`config.mk`:
```
export PLATFORM = sky130hd
export DESIGN_NAME = video_to_axis
export DESIGN_NICKNAME = d
export VERILOG_FILES = /design/src/rtl/video_to_axis.sv
export SDC_FILE = /design/constraint.sdc
export NUM_CORES = 1
export LEC_CHECK = 0
export ABC_CLOCK_PERIOD_IN_PS = 4100
export BUFFER_PORTS_ARGS = -buffer_cell sky130_fd_sc_hd__buf_2
export CAP_MARGIN = 20
export CORE_AREA = 2 2 117 108
export CTS_BUF_LIST = sky130_fd_sc_hd__clkbuf_8 sky130_fd_sc_hd__clkbuf_16
export DETAILED_ROUTE_END_ITERATION = 8
export DIE_AREA = 0 0 119 110
export PLACE_DENSITY = 0.92
export SKIP_LAST_GASP = 1
export SLEW_MARGIN = 20
export SYNTH_ARGS = -nofsm -noshare
export SYNTH_HDL_FRONTEND = slang
export SYNTH_SLANG_ARGS = --single-unit
```
`constraint.sdc`:
```
create_clock -name aclk -period 4.1 [get_ports aclk]
set_input_delay 0.41 -clock aclk [delete_from_list [all_inputs] [get_ports aclk]]
set_output_delay 0.41 -clock aclk [all_outputs]
set_load 0.01 [all_outputs]
```
`src/rtl/video_to_axis.sv`:
```
// Video timing input to AXI4-Stream converter with a first-word-fall-through output FIFO.
module video_to_axis #(
  parameter int unsigned DATA_BITS = 8,
  parameter int unsigned ADDR_BITS = 4,
  parameter logic        V_POL     = 1'b1
) (
  input  logic                 aclk,
  input  logic                 aresetn,
  input  logic                 vid_vsync,
  input  logic                 vid_active_video,
  input  logic [DATA_BITS-1:0] vid_data,
  output logic [DATA_BITS-1:0] m_axis_tdata,
  output logic                 m_axis_tvalid,
  input  logic                 m_axis_tready,
  output logic                 m_axis_tlast,
  output logic                 m_axis_tuser,
  output logic                 locked,
  output logic                 overflow
);

  localparam int unsigned DEPTH = 1 << ADDR_BITS;
  localparam int unsigned PTR_W = ADDR_BITS + 1;

  typedef struct packed {
    logic [DATA_BITS-1:0] data;
    logic                 last;
    logic                 user;
  } beat_t;

  typedef enum logic [1:0] {
    IDLE     = 2'd0,
    WAIT_SOF = 2'd1,
    ACTIVE   = 2'd2,
    DROP     = 2'd3
  } state_t;

  state_t               r_state;
  state_t               w_next_state;
  logic                 r_vs_on;
  logic                 r_pend_valid;
  logic [DATA_BITS-1:0] r_pend_data;
  logic                 r_pend_user;
  logic [PTR_W-1:0]     r_wr_ptr;
  logic [PTR_W-1:0]     r_rd_ptr;
  logic                 r_locked;
  logic                 r_overflow;
  beat_t                r_mem [DEPTH];

  logic                 w_vs_on;
  logic                 w_frame_edge;
  logic                 w_accept;
  logic                 w_empty;
  logic                 w_full;
  logic                 w_pop;
  logic                 w_wr_req;
  logic                 w_wr_en;
  logic                 w_ovf_evt;
  beat_t                w_wr_beat;
  beat_t                w_head;

  // Frame edge: vsync newly asserted relative to its registered copy.
  assign w_vs_on      = (vid_vsync == V_POL);
  assign w_frame_edge = w_vs_on & ~r_vs_on;

  // Pixels are only taken while synchronised to a frame.
  assign w_accept = vid_active_video & ((r_state == WAIT_SOF) | (r_state == ACTIVE));

  // FIFO status; the extra pointer MSB separates full from empty.
  assign w_empty = (r_wr_ptr == r_rd_ptr);
  assign w_full  = (r_wr_ptr[ADDR_BITS] != r_rd_ptr[ADDR_BITS]) &&
                   (r_wr_ptr[ADDR_BITS-1:0] == r_rd_ptr[ADDR_BITS-1:0]);
  assign w_pop   = ~w_empty & m_axis_tready;

  // Pending pixel is committed unless dropping; a simultaneous pop frees room when full.
  assign w_wr_req  = r_pend_valid & (r_state != DROP);
  assign w_wr_en   = w_wr_req & (~w_full | w_pop);
  assign w_ovf_evt = w_wr_req & w_full & ~w_pop;

  // Line ends when active video falls; a frame edge also closes the pending pixel.
  assign w_wr_beat.data = r_pend_data;
  assign w_wr_beat.last = ~vid_active_video | w_frame_edge;
  assign w_wr_beat.user = r_pend_user;

  // Head of the FIFO drives the stream directly.
  assign w_head        = r_mem[r_rd_ptr[ADDR_BITS-1:0]];
  assign m_axis_tvalid = ~w_empty;
  assign m_axis_tdata  = w_head.data;
  assign m_axis_tlast  = w_head.last;
  assign m_axis_tuser  = w_head.user;
  assign locked        = r_locked;
  assign overflow      = r_overflow;

  // Next-state logic; an overflow overrides every other transition.
  always_comb begin
    w_next_state = r_state;
    case (r_state)
      IDLE:     if (w_frame_edge) w_next_state = WAIT_SOF;
      WAIT_SOF: begin
        if (w_frame_edge)          w_next_state = WAIT_SOF;
        else if (vid_active_video) w_next_state = ACTIVE;
      end
      ACTIVE:   if (w_frame_edge) w_next_state = WAIT_SOF;
      DROP:     if (w_frame_edge) w_next_state = WAIT_SOF;
      default:  w_next_state = IDLE;
    endcase
    if (w_ovf_evt) w_next_state = DROP;
  end

  // State, sync tracking, pending stage, FIFO pointers and status flags.
  always_ff @(posedge aclk) begin
    if (!aresetn) begin
      r_state      <= IDLE;
      r_vs_on      <= 1'b0;
      r_pend_valid <= 1'b0;
      r_pend_data  <= '0;
      r_pend_user  <= 1'b0;
      r_wr_ptr     <= '0;
      r_rd_ptr     <= '0;
      r_locked     <= 1'b0;
      r_overflow   <= 1'b0;
    end else begin
      r_state      <= w_next_state;
      r_vs_on      <= w_vs_on;
      r_pend_valid <= w_accept;
      r_pend_data  <= vid_data;
      r_pend_user  <= (r_state == WAIT_SOF);
      r_locked     <= (w_next_state == WAIT_SOF) | (w_next_state == ACTIVE);
      if (w_ovf_evt) r_overflow <= 1'b1;
      if (w_wr_en)   r_wr_ptr   <= r_wr_ptr + PTR_W'(1);
      if (w_pop)     r_rd_ptr   <= r_rd_ptr + PTR_W'(1);
    end
  end

  // FIFO storage; contents are don't-care until written.
  always_ff @(posedge aclk) begin
    if (w_wr_en) r_mem[r_wr_ptr[ADDR_BITS-1:0]] <= w_wr_beat;
  end

endmodule

```
======== Yosys cells after proc, flatten, opt, wreduce, memory -nomap -nowiden ========
Memory sizes are Yosys's and may differ from the RTL's. A register that Yosys moved wholly into a read port is not among the register bits.
Index checks and enable logic that the tools add are counted.
storage, ports and cells
  word-level logic and storage cells ...... 49
  memories ................................ 1
  memory bits (writable) .................. 160
  output and inout bits ................... 13
  input bits .............................. 13
  bits in registers ....................... 25
cells by class
  equality and inequality tests ........... 9
  reduce and logical (&&, ||, !) cells .... 3
  add/sub/neg operators ................... 2
  multiplexer cells ....................... 9
  bitwise gates (word level) .............. 16
memories
  name   depth  width  rd ports  clocked after Yosys merged registers in  write ports  line  source
  r_mem  16     10     1         1                                        1            47    beat_t r_mem [DEPTH];
operator list
  operator                                             count
  adder 5 x 1 -> 5 bit, second input constant          2
  2-to-1 mux 2 bit                                     4
  2-to-1 mux 4 bit                                     2
  AND 1 bit                                            7
  equality test 2 bit, second input constant           3
  equality test 5 bit                                  1
  inverter 1 bit                                       5
  equality test 2 x 1 -> 1 bit, second input constant  2
  equality test 4 bit                                  1
  OR 1 bit                                             4
  one-hot mux 2 bit (2 select lines)                   1
  OR reduction 3 bit                                   1
  zero test 2 bit                                      1
  2-to-1 mux 1 bit                                     2
  != test 2 bit, second input constant                 1
  logical AND 1 bit                                    1
  != test 1 bit                                        1

======== Logic depth before layout (Yosys ltp) ========
Gate-level depths: netlist of the first run.
  depth after elaboration ................. 8
  depth in mapped cells ................... 5

======== Worst setup path after synthesis of the first run ========
No wires, ideal clock.
  kind .................................... reg-to-output
  start ................................... reg with a tool-made name
  end ..................................... out m_axis_tdata[0]
  cell stages (with the launch flop) ...... 5
  path buffers ............................ 2
  setup slack ............................. 2090 ps
  data required time ...................... 3690 ps
  arrival ................................. 1600 ps
  path through ............................ dfxtp_1 > buf_6 > buf_6 > mux4_1 > mux4_2
RTL lines
  what       line  source
  to (decl)  12    output logic [DATA_BITS-1:0] m_axis_tdata,

==> results.toml, run 1 <==
[status]
status = "finished clean"

[min_path]
hold_depth = 2
min_path_type = "in2reg"

[critical_path]
start_kind = "flop"
path_class = "reg2out"
worst_r2r_path_depth = 4
cp_max_fo = 21
crit_arrival_ns = 2.86
required_ns = 3.69
worstSetupEndpointType = "primary output"

[final_layout]
antenna_cells = 0
syn_to_final_growth_pct = 10.6
final_core_util_pct = 70.3
fill_cells = 674
drive_gt1_share_pct = 19.2
multiInputGateArea_um2 = 2000
seq_area_um2 = 5390
nets = 418
stdcell_area_um2 = 8330
fin_cells = 571

[floorplanning]
rows = 38
die_y_um = 110
start_util_pct = 63.6
coreArea_um2 = 11800
die-area_um2 = 13100
io_pins = 26
die_x_um = 119

[grt]
antenna_found_initial = 0
grt_util_all_layers_pct = 26.5
overflow = 0
grt_pass1_wl_mm = 23.7
grt.met1_usage_pct = 33.2
met3_usage_pct = 6.69
busiest_layer = "met2"
grt_max_degree = 41
gr-usage-met2_pct = 45.9
grt_pass1_vias = 3727

[place]
place_area_um2 = 7760
dpl_worst_slack_ns = 1.27
port_buffers = 25
dp_hpwl_mm = 9.29
dp_cells = 539
gp_congestion = 0.785

[drt]
dr.pass1.iters = 5
drt-initial-drc-count = 418
vias = 3648
drt_wl_total_mm = 16.0
ant_nets = 0
drcViolationCount = 0
wire_per_inst_um = 28.0
routed_via_density = 6.39

[timing]
max-slew-margin-rel_pct = 30.8
grt_setup_unrepaired = "false"
skew_ns = 0.00740
finalCriticalPeriod_ns = 3.27
finalSetupViolCount = 0
worstMarginPinSlew_ns = 1.04
maxSlewViolCount = 0
layout_setup_ws_ns = 0.831
fmax_ghz = 0.306
finalHoldViolCount = 0
post-route-period-util_pct = 79.7
tns_ns = 0
whs_ns = 0.190

[clock_network]
post-cts-setup-buffers = 0
htreeDepth = 4
cts_buffers = 17
cts_hold_buf = 0
path_clk_slew_ns = 0.07
cts.sink_count = 189
cts_resized = 0
clk_latency_ns = 0.43
cts_tree = "built"
clockRootBuffer = "clkbuf_16"
cts_buffer_depth = 2

[yosys]
synth_seq_cells = 189
syn_avg_cell_area_um2 = 20.3
synthesis.area_um2 = 7530
ys_seq_area_share_pct = 71.6
synth_nets = 390
netlist.area_leader.share_pct = 63.8
synth_warnings = 0
ys_types = 37
synth_area_leader_cell = "edfxtp_1"
synthTopCellsByArea = "edfxtp_1, mux4_1, dfxtp_1"
syn_inst = 370

[pwr]
leakagePower_nw = 2.82
ir_worst_vdd_v = 0.000322
power.total_mw = 3.88
p_per_area_nw_per_um2 = 465

[job]
drv_cap = 0
[worst paths after layout]
check / startpoint / endpoint / slack, ns
max: flop / m_axis_tdata[0] / 0.83
min: vid_data[3] / r_pend_data[3] / 0.19
max reg2reg: r_wr_ptr[4] / r_mem[3][1] / 1.29
min reg2reg: overflow / overflow / 0.47
[critical path, cell delays in order (launching register included)]
cell     delay [ns]
dfxtp_2        0.76
buf_4          0.36
mux4_1         0.59
mux4_2         0.54
buf_2          0.17
[final cells by class]
cell class / instances / area share (%)
inverters: 7 / 0.316
multi-input cells: 155 / 24.0
clock buffers: 17 / 5.11
well taps: 160 / 2.40
clock inverters: 15 / 1.74
flip-flops and latches: 189 / 64.7
repair buffers: 28 / 1.77
[state kept, by name (all words and copies together), names as in the netlist, named ones only]
register / count
r_vs_on: 1
r_state: 2
locked: 1
r_wr_ptr: 5
r_rd_ptr: 5
r_mem: 160
r_pend_valid: 1
overflow: 1
r_pend_data: 8
r_pend_user: 1
[synthesized netlist by cell type, drive strengths merged]
cell / n
nor2b: 3
nand2b: 6
dfxtp: 29
nand2: 14
and3b: 1
ha: 7
a21boi: 3
o21ai: 1
mux4: 50
edfxtp: 160
nor2: 2
inv: 7
and3: 11
o211ai: 3
nand4b: 1
a2111o: 1
nor4: 1
and2: 12
nand3: 6
mux2i: 8
xnor2: 1
clkbuf: 10
and4b: 4
nand3b: 1
a211o: 1
o311a: 1
xor2: 5
buf: 9
a21o: 1
nand4: 5
a21oi: 6
[metal layers]
metal | routed length (um) | part of all wire (%) | vias to the layer above
li1 | - | - | 1579
met1 | 6330 | 40 | 1899
met2 | 8400 | 52 | 147
met3 | 962 | 6.0 | 23
met4 | 307 | 1.9 | 0
met5 | 0 | 0 | -
[cells by family (layout without fill, tap and decap cells)]
family | Yosys count | after routing | synth area share (%)
AOI/OAI and AO/OA | 17 | 17 | 1.61
xor gates and xnor gates | 6 | 6 | 0.698
adders and majority gates | 7 | 7 | 1.16
buffers and inverters | 26 | 67 | 1.98
DFF | 189 | 189 | 71.6
muxes | 58 | 58 | 17.6
and+or+nand+nor | 67 | 67 | 5.42
[placed cells by master (no fill, tap or decap), types with 2 or more instances in the layout]
master     count
a21boi_0       3
a21oi_1        4
a21oi_2        2
and2_1        12
and3_1        11
and4b_1        4
buf_2         25
buf_4          3
bufinv_16      2
clkbuf_16     17
clkinv_1       3
clkinv_2       2
clkinv_4       3
dfxtp_1       28
edfxtp_1     160
ha_1           7
inv_1          8
inv_6          3
mux2i_1        8
mux4_1        31
mux4_2        19
nand2_1       14
nand2b_1       6
nand3_1        6
nand4_1        5
nor2_1         2
nor2b_1        3
o211ai_1       3
xor2_1         5
[where the power goes]
group          internal [mW]  switching [mW]
Sequential              2.10          0.0376
Clock                  0.895           0.686
Combinational         0.0853          0.0755
Note: power is estimated with default switching activity, not from simulation.
==> inputs of run 2 (changes only) <==
ABC_CLOCK_PERIOD_IN_PS = 3100   (was 4100)
CORE_AREA = 2 2 121 111   (was 2 2 117 108)
DIE_AREA = 0 0 123 113   (was 0 0 119 110)
PLACE_DENSITY = 0.88   (was 0.92)
clock period = 3.1 ns   (was 4.1 ns; I/O delays follow)
==> results.toml, run 2 (same netlist as run 1, synthesis figures left out) <==
[grt]
met3_usage_pct = 5.44
overflow = 0
grt_pass1_wl_mm = 22.4
grt_pass1_vias = 3844
grt_max_degree = 41
grt.met1_usage_pct = 30.1
busiest_layer = "met2"
grt_util_all_layers_pct = 22.8
gr-usage-met2_pct = 37.9
antenna_found_initial = 0

[critical_path]
cp_max_fo = 40
cp_top_family = "multiplexers"
path_class = "reg2out"
max_stage_delay_ns = 0.66
crit_chain = "buf_12 -> mux4_1 -> mux4_2 -> buf_2"
start_kind = "flop"
worstSetupEndpointType = "primary output"
crit_arrival_ns = 2.40
path_buf_inv = 2
worst_path_max_delay_cell = "mux4_1"
required_ns = 2.79

[final_layout]
largest_reg_flops = 160
layout_common_cells = "edfxtp_1, mux4_1, dfxtp_1"
syn_to_final_growth_pct = 12.4
fin_cells = 584
nets = 427
layout_commonest_cell = "edfxtp_1"
antenna_cells = 0
drive_gt1_share_pct = 21.7

[timing]
post-route-period-util_pct = 87.5
tns_ns = 0
fmax_ghz = 0.369
grt_setup_unrepaired = "false"
finalSetupViolCount = 0
skew_ns = 0.0106
finalCriticalPeriod_ns = 2.71
max-slew-margin-rel_pct = 47.1
maxSlewViolCount = 0
finalHoldViolCount = 0
worstMarginPinSlew_ns = 0.793

[floorplanning]
coreArea_um2 = 12600
io_pins = 26
die_y_um = 113
start_util_pct = 59.8
rows = 39
die-area_um2 = 13900
die_x_um = 123

[pwr]
p_per_area_nw_per_um2 = 622
leakagePower_nw = 2.90
ir_worst_vdd_v = 0.000384

[min_path]
min_path_type = "in2reg"

[clock_network]
post-cts-setup-buffers = 0
cts_resized = 0
clk_latency_ns = 0.43
cts_hold_buf = 0
cts_buffer_depth = 2
cts.sink_count = 189
cts_buffers = 17
path_clk_slew_ns = 0.07
htreeDepth = 4
cts_tree = "built"
clockRootBuffer = "clkbuf_16"

[status]
status = "finished clean"

[job]
drv_cap = 0

[drt]
drt-initial-drc-count = 403
drt_wl_total_mm = 14.4
routed_via_density = 6.20
vias = 3620
dr.pass1.iters = 5
drcViolationCount = 0
ant_nets = 0
wire_per_inst_um = 24.7

[place]
dp_cells = 552
gp_congestion = 0.807
port_buffers = 25
dp_hpwl_mm = 9.02
## run 2: cell count changes in the layout (fill, tap and decap cells not counted), sizes merged
| cell | delta |
|---|---|
| buf | +9 |
| clkbuf | +2 |
| clkinv | -5 |
| clkinvlp | -1 |
| inv | +4 |
## run 2: layer usage
metal / part of all wire (%) / wire length (um)
met3: 5.1 / 735
met2: 52 / 7540
met1: 41 / 5890
met5: 0 / 0
met4: 1.7 / 248
## run 2: path summary, 6_finish.rpt
| path | to | cells after the start | slack (ns) | startpoint |
|---|---|---|---|---|
| max | m_axis_tdata[0] | 4 | 0.39 | flop |
| min | r_pend_data[1] | 2 | 0.1 | vid_data[1] |
| max reg2reg | r_mem[9][1] | 4 | 0.55 | r_wr_ptr[2] |
| min reg2reg | overflow | 2 | 0.48 | overflow |
## run 2: worst reg2reg max path: stages (launching register included)
cell and delay [ns]:
dfxtp_1 0.53, xor2_1 0.30, nor4_4 0.13, a21oi_2 0.52
and4b_1 0.70
## run 2: area by class of cell
class                           instances  area, um^2
Clock buffer                           19         453
Inverter                                7        26.3
Timing Repair Buffer                   37         228
Multi-Input combinational cell        155        1990
Fill cell                             785        4130
Tap cell                              164         205
Sequential cell                       189        5390
Clock inverter                         13         166
## run 2: power breakdown
part	switching, mW	internal [mW]
Clock	0.961	1.27
Combinational	0.111	0.116
Sequential	0.0357	2.77
## run 2: stage by stage
step / hold slack, ns / worst slack (ns) / utilization (%) / total power, mW / area [um^2]
2_1_floorplan: 0.432 / 1.12 / - / 3.03 / 7530
6_report: 0.0981 / 0.388 / 67.2 / 5.26 / 8460
5_1_grt: 0.0858 / 0.335 / 67.2 / 5.42 / 8460
3_5_place_dp: 0.482 / 0.598 / 62.3 / 3.09 / 7840
4_1_cts: 0.0722 / 0.337 / 67.2 / 5.31 / 8460
3_3_place_gp: 0.447 / 0.742 / 62.3 / 3.08 / 7840
==> inputs of run 3 (changes only) <==
CELL_PAD_IN_SITES_DETAIL_PLACEMENT = 1   (was not set)
CELL_PAD_IN_SITES_GLOBAL_PLACEMENT = 1   (was not set)
CORE_AREA = 2 2 128 117   (was 2 2 121 111)
DIE_AREA = 0 0 130 119   (was 0 0 123 113)
HOLD_SLACK_MARGIN = 0.15   (was not set)
PLACE_DENSITY = 0.89   (was 0.88)
==> results.toml, run 3 (same netlist as run 1, synthesis figures left out) <==
[status]
status = "finished clean"

[final_layout]
drive_gt1_share_pct = 19.0
layout_common_cells = "edfxtp_1, mux4_1, dfxtp_1"
largest_reg_flops = 160
antenna_cells = 0
syn_to_final_growth_pct = 13.0
layout_commonest_cell = "edfxtp_1"
nets = 427
fin_cells = 618

[floorplanning]
die_y_um = 119
start_util_pct = 52.5
io_pins = 26
die_x_um = 130
rows = 42
die-area_um2 = 15500
coreArea_um2 = 14300

[clock_network]
clockRootBuffer = "clkbuf_16"
cts_buffers = 17
cts_tree = "built"
cts_resized = 0
post-cts-setup-buffers = 0
cts.sink_count = 189
clk_latency_ns = 0.43
htreeDepth = 4
cts_hold_buf = 9
path_clk_slew_ns = 0.06
cts_buffer_depth = 2

[place]
gp_congestion = 0.817
port_buffers = 25
dp_cells = 577
dp_hpwl_mm = 10.4

[min_path]
min_path_type = "in2reg"

[drt]
drt_wl_total_mm = 16.0
dr.pass1.iters = 4
vias = 3560
routed_via_density = 5.76
wire_per_inst_um = 26.0
drt-initial-drc-count = 303
drcViolationCount = 0
ant_nets = 0

[critical_path]
worst_path_max_delay_cell = "mux4_1"
cp_top_family = "multiplexers"
worstSetupEndpointType = "primary output"
cp_max_fo = 40
crit_chain = "buf_12 -> mux4_1 -> mux4_2 -> buf_2"
crit_arrival_ns = 2.41
start_kind = "flop"
max_stage_delay_ns = 0.68
path_buf_inv = 2
path_class = "reg2out"
required_ns = 2.79

[grt]
grt_pass1_wl_mm = 24.2
grt_util_all_layers_pct = 22.7
grt_pass1_vias = 3888
overflow = 0
antenna_found_initial = 0
grt_max_degree = 41

[timing]
fmax_ghz = 0.367
skew_ns = 0.00719
finalHoldViolCount = 0
worstMarginPinSlew_ns = 0.868
maxSlewViolCount = 0
finalCriticalPeriod_ns = 2.72
grt_setup_unrepaired = "false"
max-slew-margin-rel_pct = 42.0
finalSetupViolCount = 0
post-route-period-util_pct = 87.9
tns_ns = 0

[pwr]
leakagePower_nw = 2.88
p_per_area_nw_per_um2 = 618
ir_worst_vdd_v = 0.000418

[job]
drv_cap = 0
run 3: cell types whose count changed in the layout (fill, tap and decap cells not counted), sizes merged:
cell,change
bufinv,+1
buf,-9
dlygate4sd3,+9
clkinvlp,+2
inv,-6
clkinv,+3
run 3: layout make-up:
class,count,area (um^2)
Multi-Input combinational cell,155,1990
Inverter,7,26.3
Fill cell,1255,5840
Timing Repair Buffer,37,250
Clock buffer,19,453
Clock inverter,13,150
Tap cell,198,248
Sequential cell,189,5390
run 3: metrics by stage:
step	hold slack, ns	instance area [um^2]	total power, mW	setup WS, ns	util (%)
6_report	0.201	8510	5.26	0.375	59.3
5_1_grt	0.204	8510	5.40	0.184	59.3
3_3_place_gp	0.442	7810	3.09	0.629	54.5
3_5_place_dp	0.450	7810	3.11	0.420	54.5
2_1_floorplan	0.432	7530	3.03	1.12	-
4_1_cts	0.183	8510	5.30	0.344	59.3
run 3: power breakdown:
group	leakage, nW	switching [mW]	internal [mW]
sequential	1.70	0.0453	2.77
clock	0.301	0.891	1.30
combinational	0.885	0.122	0.123
total	2.88	1.06	4.20
run 3: path summary, 6_finish.rpt:
path / start / endpoint / slack (ns) / cells past startpoint
setup / recovery: flop / m_axis_tdata[6] / 0.38 / 4
hold / removal: vid_active_video / r_pend_valid / 0.20 / 2
setup reg to reg: r_wr_ptr[4] / r_mem[10][3] / 0.40 / 4
hold reg to reg: overflow / overflow / 0.47 / 2
run 3: worst register-to-register path: cells and delay by family (launching register included):
kind / cells / cell delay, ns
compound gates: 1 / 0.62
xor+xnor: 1 / 0.46
flops: 1 / 0.33
simple gates: 2 / 0.93
run 3: metal layers:
| metal | track usage [%] | share of wire [%] | wire length, um |
|---|---|---|---|
| met5 | 0 | 0 | 0 |
| met4 | 5.91 | 0.99 | 159 |
| met3 | 5.66 | 5.8 | 929 |
| met2 | 37.2 | 52 | 8280 |
| met1 | 30.6 | 42 | 6680 |
